===== src/rtl/interleaver_sym_ctrl.sv =====
// Symbol-timing controller for the bit-serial 802.11a transmit interleaver: paces coded bits into
// N_CBPS-bit symbols with swap gaps, appends a zero flush symbol and qualifies the serial output.
module interleaver_sym_ctrl #(
  parameter int N_CBPS   = 48,
  parameter int SWAP_CYC = 1,
  parameter int OUT_LAT  = 1,
  parameter int SYM_W    = 8
) (
  input  logic             Clock,
  input  logic             Reset,
  input  logic             start,
  input  logic [SYM_W-1:0] num_sym,
  input  logic             in_bit,
  input  logic             in_valid,
  output logic             in_ready,
  output logic             il_reset,
  output logic             il_bit,
  input  logic             il_out,
  output logic             out_bit,
  output logic             out_valid,
  output logic             out_sos,
  output logic             out_eof,
  output logic             busy,
  output logic             underrun,
  output logic             done
);

  localparam int BCW = (N_CBPS > 1) ? $clog2(N_CBPS) : 1;

  typedef enum logic [2:0] {
    IDLE, ALIGN, FEED, SWAP, FLUSH_FEED, FLUSH_SWAP, DRAIN
  } state_t;

  state_t           state_reg, state_next;
  logic [BCW-1:0]   bit_cnt_reg;
  logic [SYM_W-1:0] sym_cnt_reg, num_sym_reg;
  logic             feed_last, swap_last, drain_last;
  logic             mark_valid, mark_sos, mark_eof;
  logic [2:0]       mark_dly [OUT_LAT];

  // bit_cnt is shared by every timed phase; each phase restarts it from zero
  assign feed_last  = (bit_cnt_reg == BCW'(N_CBPS - 1));
  assign swap_last  = (bit_cnt_reg == BCW'(SWAP_CYC - 1));
  assign drain_last = (bit_cnt_reg == BCW'(OUT_LAT - 1));

  always_ff @(posedge Clock or posedge Reset) begin
    if (Reset) state_reg <= IDLE;
    else       state_reg <= state_next;
  end

  always_comb begin
    state_next = state_reg;
    case (state_reg)
      IDLE:       if (start && num_sym != '0) state_next = ALIGN;
      ALIGN:      state_next = FEED;
      FEED:       if (feed_last) state_next = SWAP;
      SWAP:       if (swap_last) state_next = (sym_cnt_reg < num_sym_reg) ? FEED : FLUSH_FEED;
      FLUSH_FEED: if (feed_last) state_next = FLUSH_SWAP;
      FLUSH_SWAP: if (swap_last) state_next = DRAIN;
      DRAIN:      if (drain_last) state_next = IDLE;
      default:    state_next = IDLE;
    endcase
  end

  always_comb begin
    in_ready   = 1'b0;
    il_reset   = 1'b0;
    il_bit     = 1'b0;
    busy       = (state_reg != IDLE);
    mark_valid = 1'b0;
    mark_eof   = 1'b0;
    case (state_reg)
      ALIGN: il_reset = 1'b1;
      FEED: begin
        in_ready   = 1'b1;
        il_bit     = in_valid & in_bit;
        // slot 0 only fills the interleaver; its output is still empty
        mark_valid = (sym_cnt_reg != '0);
      end
      FLUSH_FEED: begin
        mark_valid = 1'b1;
        mark_eof   = feed_last;
      end
      default: ;
    endcase
    mark_sos = mark_valid && (bit_cnt_reg == '0);
  end

  always_ff @(posedge Clock or posedge Reset) begin
    if (Reset) begin
      bit_cnt_reg <= '0;
      sym_cnt_reg <= '0;
      num_sym_reg <= '0;
      underrun    <= 1'b0;
      done        <= 1'b0;
    end else begin
      done <= 1'b0;
      case (state_reg)
        IDLE: if (start) begin
          underrun    <= 1'b0;
          num_sym_reg <= num_sym;
          done        <= (num_sym == '0);
        end
        ALIGN: begin
          bit_cnt_reg <= '0;
          sym_cnt_reg <= '0;
        end
        FEED: begin
          if (!in_valid) underrun <= 1'b1;
          if (feed_last) begin
            bit_cnt_reg <= '0;
            sym_cnt_reg <= sym_cnt_reg + SYM_W'(1);
          end else begin
            bit_cnt_reg <= bit_cnt_reg + BCW'(1);
          end
        end
        FLUSH_FEED:       bit_cnt_reg <= feed_last ? '0 : bit_cnt_reg + BCW'(1);
        SWAP, FLUSH_SWAP: bit_cnt_reg <= swap_last ? '0 : bit_cnt_reg + BCW'(1);
        DRAIN: begin
          if (drain_last) begin
            bit_cnt_reg <= '0;
            done        <= 1'b1;
          end else begin
            bit_cnt_reg <= bit_cnt_reg + BCW'(1);
          end
        end
        default: ;
      endcase
    end
  end

  // Slot marker tracks the interleaver's output register, then lines up with out_bit
  always_ff @(posedge Clock or posedge Reset) begin
    if (Reset) begin
      for (int i = 0; i < OUT_LAT; i++) mark_dly[i] <= '0;
      out_bit   <= 1'b0;
      out_valid <= 1'b0;
      out_sos   <= 1'b0;
      out_eof   <= 1'b0;
    end else begin
      mark_dly[0] <= {mark_valid, mark_sos, mark_eof};
      for (int i = 1; i < OUT_LAT; i++) mark_dly[i] <= mark_dly[i-1];
      out_bit <= il_out;
      {out_valid, out_sos, out_eof} <= mark_dly[OUT_LAT-1];
    end
  end

endmodule


===== config.mk =====
export PLATFORM = sky130hd
export DESIGN_NAME = interleaver_sym_ctrl
export DESIGN_NICKNAME = d
export VERILOG_FILES = /design/src/rtl/interleaver_sym_ctrl.sv
export SDC_FILE = /design/constraint.sdc
export NUM_CORES = 1
export LEC_CHECK = 0
export ABC_AREA = 0
export CAP_MARGIN = 40
export CORE_MARGIN = 5
export CORE_UTILIZATION = 43
export DETAILED_ROUTE_END_ITERATION = 16
export GPL_TIMING_DRIVEN = 0
export PLACE_DENSITY = 0.69
export SYNTH_ARGS = -nofsm -noshare
export SYNTH_HDL_FRONTEND = slang
export SYNTH_SLANG_ARGS = --single-unit

===== constraint.sdc =====
create_clock -name Clock -period 1.8 [get_ports Clock]
set_input_delay 0.18 -clock Clock [delete_from_list [all_inputs] [get_ports Clock]]
set_output_delay 0.18 -clock Clock [all_outputs]
set_load 0.05 [all_outputs]

# After elaboration in Yosys (flattened, before gate mapping)
# Index checks and enable logic that the tools add are counted.
word_totals:
  ff_bits: 34
  latchBits: 0
  wordCells: 71
  mem_bits_rw: 0
  out_inout_bits: 10
  inputBits: 14
  n_memories: 0
  rom_bits: 0
classes:
  div: 0
  bitwise_logic: 1
  shifts: 0
  n_reduce_logical: 17
  n_mux: 24
  n_eq_ne: 15
  n_lt_le_gt_ge: 1
  add_sub_neg: 2
  mul: 0
ops:
  columns: ["operator", "count"]
  rows:
  - ["$mux W3", 7]
  - ["$pmux W3 S7", 1]
  - ["$pmux W6 S3", 1]
  - ["$ne A2 B2 Y1 const B", 8]
  - ["$pmux W8 S2", 1]
  - ["$reduce_bool A8 Y1", 2]
  - ["$mux W6", 2]
  - ["$eq A3 B3 Y1 const B", 3]
  - ["$add A8 B1 Y8 const B", 1]
  - ["$logic_not A8 Y1", 1]
  - ["$lt A8 B8 Y1", 1]
  - ["$mux W1", 8]
  - ["$mux W8", 1]
  - ["$add A6 B1 Y6 const B", 1]
  - ["$eq A3 B2 Y1 const B", 2]
  - ["$eq A6 B6 Y1 const B", 1]
  - ["$logic_not A6 Y1", 1]
  - ["$pmux W1 S2", 3]
  - ["$reduce_and A6 Y1", 1]
  - ["$reduce_bool A3 Y1", 2]
  - ["$reduce_and A2 Y1", 2]
  - ["$reduce_bool A2 Y1", 2]
  - ["$eq A3 B1 Y1 const B", 1]
  - ["$logic_not A3 Y1", 1]
  - ["other kinds (5)", 6]

# Logic depth before layout (Yosys ltp)
depth:
  depth_word: 4
  mapped_depth: 7
  ltp_nobuf: 7

# Worst setup path after synthesis
# No wires, ideal clock.
synth_path:
  path_kind: "flip-flop to flip-flop"
  from: "register state_reg[2]"
  to: "register sym_cnt_reg[0]"
  period_less_slack_ns: 2.083
  setup_time_ns: 0.125
  required_ns: 1.675
  t_arrival_ns: 1.958
  path_slack_ns: -0.283
  path_buffers: 2
  stages_incl_launch_ff: 6
  path_cell_list: "dfrtp_1 buf_2 nor3b_2 and3_1 buf_2 mux2_2"
synth_via:
  elab_chain_len: 3
  word_cells_on_any_way: 6
  classes_between: "3 x eq/ne; 1 x mux; 2 x reduce/logical"
synth_rtl:
  columns: ["item", "line", "text"]
  rows:
  - ["start: declaration", "34", "state_t state_reg, state_next;"]
  - ["start signal: assignment", "48", "else state_reg <= state_next;"]
  - ["$eq A3 B2 Y1 or $eq A3 B1 Y1 (tied branches)", "98", "case (state_reg)"]
  - ["$ne A2 B2 Y1 (no line) or $reduce_bool A2 Y1 (tied branches)", null, null]
  - ["$reduce_and A2 Y1 (no line)", null, null]
  - ["end signal: assignment", "112", "sym_cnt_reg <= sym_cnt_reg + SYM_W'(1);"]
  - ["end: declaration", "36", "logic [SYM_W-1:0] sym_cnt_reg, num_sym_reg;"]
# Parallel ways exist; a longest one is shown, timed or not.
# A chain may end at the register's enable or synchronous reset.

# Worst setup path after layout
layout_path:
  from: "register bit_cnt_reg[1]"
  to: "register state_reg[0]"
layout_via:
  elab_chain_len: 3
  word_cells_on_any_way: 8
  classes_between: "6 x eq/ne; 2 x reduce/logical"
layout_rtl:
  columns: ["item", "line", "text"]
  rows:
  - ["start: declaration", "35", "logic [BCW-1:0] bit_cnt_reg;"]
  - ["start signal: assignment", "114", "bit_cnt_reg <= bit_cnt_reg + BCW'(1);"]
  - ["start signal: assignment", "117", "FLUSH_FEED: bit_cnt_reg <= feed_last ? '0 : bit_cnt_reg + BCW'(1);"]
  - ["start signal: assignment", "118", "SWAP, FLUSH_SWAP: bit_cnt_reg <= swap_last ? '0 : bit_cnt_reg + BCW'(1);"]
  - ["$eq A6 B6 Y1 or $logic_not A6 Y1 (tied branches)", "42, 43, 44", null]
  - ["$ne A2 B2 Y1 (no line)", null, null]
  - ["$reduce_and A6 Y1 (no line) (*)", null, null]
# Mark *: on every way between the ends. The rest lies on a longest branch, timed or not.

==> results by group <==
Cells and area
  • Post-layout util: 0.571
  • Filler cells: roughly 360
  • N_diodes: 0
  • Final nets: roughly 250
  • Multi-input gate area: a little over 900 um^2
  • Leading cell type in the layout, fill and taps excluded: dfrtp_1
  • Area growth, synth to finish: 26.2%
  • Share of cells above drive strength 1: 0.157
  • Most frequent cells in the layout: dfrtp_1 (32), nand2_1 (22), clkdlybuf4s50_1 (19), inv_1 (18)
  • FF+latch area: 853 um^2

STA
  • Max-slew headroom: 0.596
  • Max-slew violation count: 0
  • Final setup vio count: 0
  • Worst-Margin Slew: about 0.60 ns
  • Setup ws final: 0.0852 ns
  • Final Cycle Share: 0.953
  • Worst clock skew: around 0.0036 ns
  • Post-layout min period: between 1.5 and 2 ns
  • Number of failing hold endpoints at the final stage: 0
  • Achievable frequency: 583 MHz
  • Setup TNS: 0 ns

Drt
  • Routed wire length: approximately 4000 um
  • # DRC: 0
  • Avg WL per Cell: between 10 and 15 um
  • Antenna Nets Post-Route: 0
  • DRT Pass-1 Iters: 4
  • Mean number of vias per cell: around 5.3
  • Vias: 1469
  • 1st-iter DRT viols: 61

Clock tree
  • H-tree levels: 2
  • TritonCTS buffer count: 5
  • Sink Count: 34
  • Clock root buffer master: clkbuf_8
  • Clk buf depth: 2
  • Skew-Pair Late Insertion Delay: 0.29 ns
  • CTS tree: done
  • Clock Pin Slew Worst Setup and Hold Paths: approximately 0.070 ns

Synthesis
  • Seq/Total Area, Yosys: 0.460
  • Post-synth EDFFs: 0
  • Register bit count reported by yosys: 34
  • Synth Area in Compound Gates: 0.142
  • Synth Area in Adders: 0.0798
  • Post-synth cell types: 40
  • Simple-gate portion of the synthesized area: 0.206
  • Top FF cell, synth: dfrtp_1
  • Yosys warnings: 0
  • XOR/XNOR Fraction of Synth Area: 0.0379
  • Fraction of registers with async set/reset: 1.00
  • Post-synthesis area per instance: about 9.5 um^2
  • Synthesized cell area: 1850 um^2
  • Mux cell area share after synthesis: 0.0122
  • Largest family of logic cells by synthesized area: simple AND/OR/NAND/NOR gates
  • Syn Nets: between 200 and 250
  • Syn Inst Count: 195

Global route
  • Number of global-route vias before repair: ~1400
  • Grt total ovfl: 0
  • Antenna violations before repair: 0
  • Tot GR Track Use: 0.157
  • Largest net degree at the start of global routing: 22
  • First-pass GRT wire length: ~6700 um

Placed design
  • IO Port Bufs: 23
  • Place WS: -0.366 ns
  • Placer Congestion: 0.848
  • DP HPWL: a little under 3000 um

Setup path
  • Crit. Startpoint: bit_cnt_reg[1]
  • Critical path arrival: a little under 2 ns
  • Worst Reg-to-Reg Cells: 6
  • Required time of the critical path: roughly 2.0 ns
  • Reg-to-reg startpoint: bit_cnt_reg[1]
  • Setup CP Type: reg2reg
  • CP max FO: 6
  • Crit start category: register
  • Crit. End Element: register

Die
  • Die Span X: 75.6 um
  • Placement Rows: 23
  • Core box area: approximately 4100 um^2
  • Ports: 24
  • Die area: around 5700 um^2
  • Initial Util: 0.453
  • Die Y: about 76 um

Power and ir drop
  • Final Power: around 1.5 mW
  • P_leak: 1.14 nW
  • Power per cell area: approximately 650 nW/um^2
  • Worst vdd ir: between 0.0003 and 0.0004 V

Flow run
  • Max-Cap Viols: 0

Status
  • Outcome: completed

Min path
  • Worst hold path class: in2async
timing repair:
action,in CTS,in global routing
hold buffers,0,0
resized for setup,12,19
endpoints found under the setup margin,5,19
buffers inserted,0,2
endpoints found under the hold margin,0,0
pin swaps,0,2
critical path: stages, from the launching register on:
cell,delay [ns]
dfrtp_1,0.43
ha_2,0.21
and3_4,0.20
nand3b_1,0.07
a32o_2,0.32
a2111oi_4,0.31
a21o_1,0.11
layout make-up:
class / count / area share
multi-input cells: 133 / 0.391
flip-flops and latches: 34 / 0.365
repair buffers: 26 / 0.111
clock buffers: 7 / 0.0327
plain buffers: 10 / 0.0311
inverters: 18 / 0.0289
well taps: 50 / 0.0268
clock inverters: 1 / 0.0129
per-layer routing:
metal  up-vias  track usage  wire length, um
met3         4       0.0462              264
li1        741            -                -
met4         0       0.0641               57
met5         -            0                0
met2        40        0.244             1790
met1       684        0.205             1840
Yosys cell counts, types with 3 or more instances:
cell,count,area (um^2)
a21oi_1,7,35.0
and3_1,6,37.5
buf_2,9,45.0
dfrtp_1,34,851
ha_1,11,138
inv_1,18,67.6
nand2_1,22,82.6
nand3_1,5,25.0
nand3b_1,3,22.5
nand4_1,6,37.5
nor2_1,13,48.8
nor3_1,5,25.0
o21ai_0,13,65.1
o22ai_1,3,18.8
xor2_1,7,61.3
worst paths after layout:
check | slack [ns] | end
worst min register to register | 0.35 | out_sos
max in group asynchronous | 1.01 | sym_cnt_reg[5]
min in group Clock | 0.34 | out_bit
worst min-delay path | 0.27 | sym_cnt_reg[2]
worst max register to register | 0.09 | state_reg[0]
worst max-delay path | 0.09 | state_reg[0]
kinds of logic after synthesis:
group,count (synthesis)
adder cells (fa/ha/maj),12
buffers and inverters,28
AND/OR/NAND/NOR,73
flip-flops,34
multiplexers,2
XOR/XNOR,8
AO/OA/AOI/OAI,38
power breakdown:
group / total [mW] / internal, mW / switching, mW
Sequential: 0.765 / 0.765 / 0.000272
Combinational: 0.0611 / 0.0336 / 0.0275
Clock: 0.685 / 0.414 / 0.271
Total: 1.51 / 1.21 / 0.298
through the flow:
step / area (um^2) / hold slack (ns) / std cells
floorplan: 1870 / 0.211 / 195
global placement: 2170 / 0.332 / 268
detailed placement: 2190 / 0.336 / 269
CTS: 2300 / 0.295 / 277
global route: 2330 / 0.349 / 279
finish: 2330 / 0.272 / 279
(Power assumes the default switching activity.)
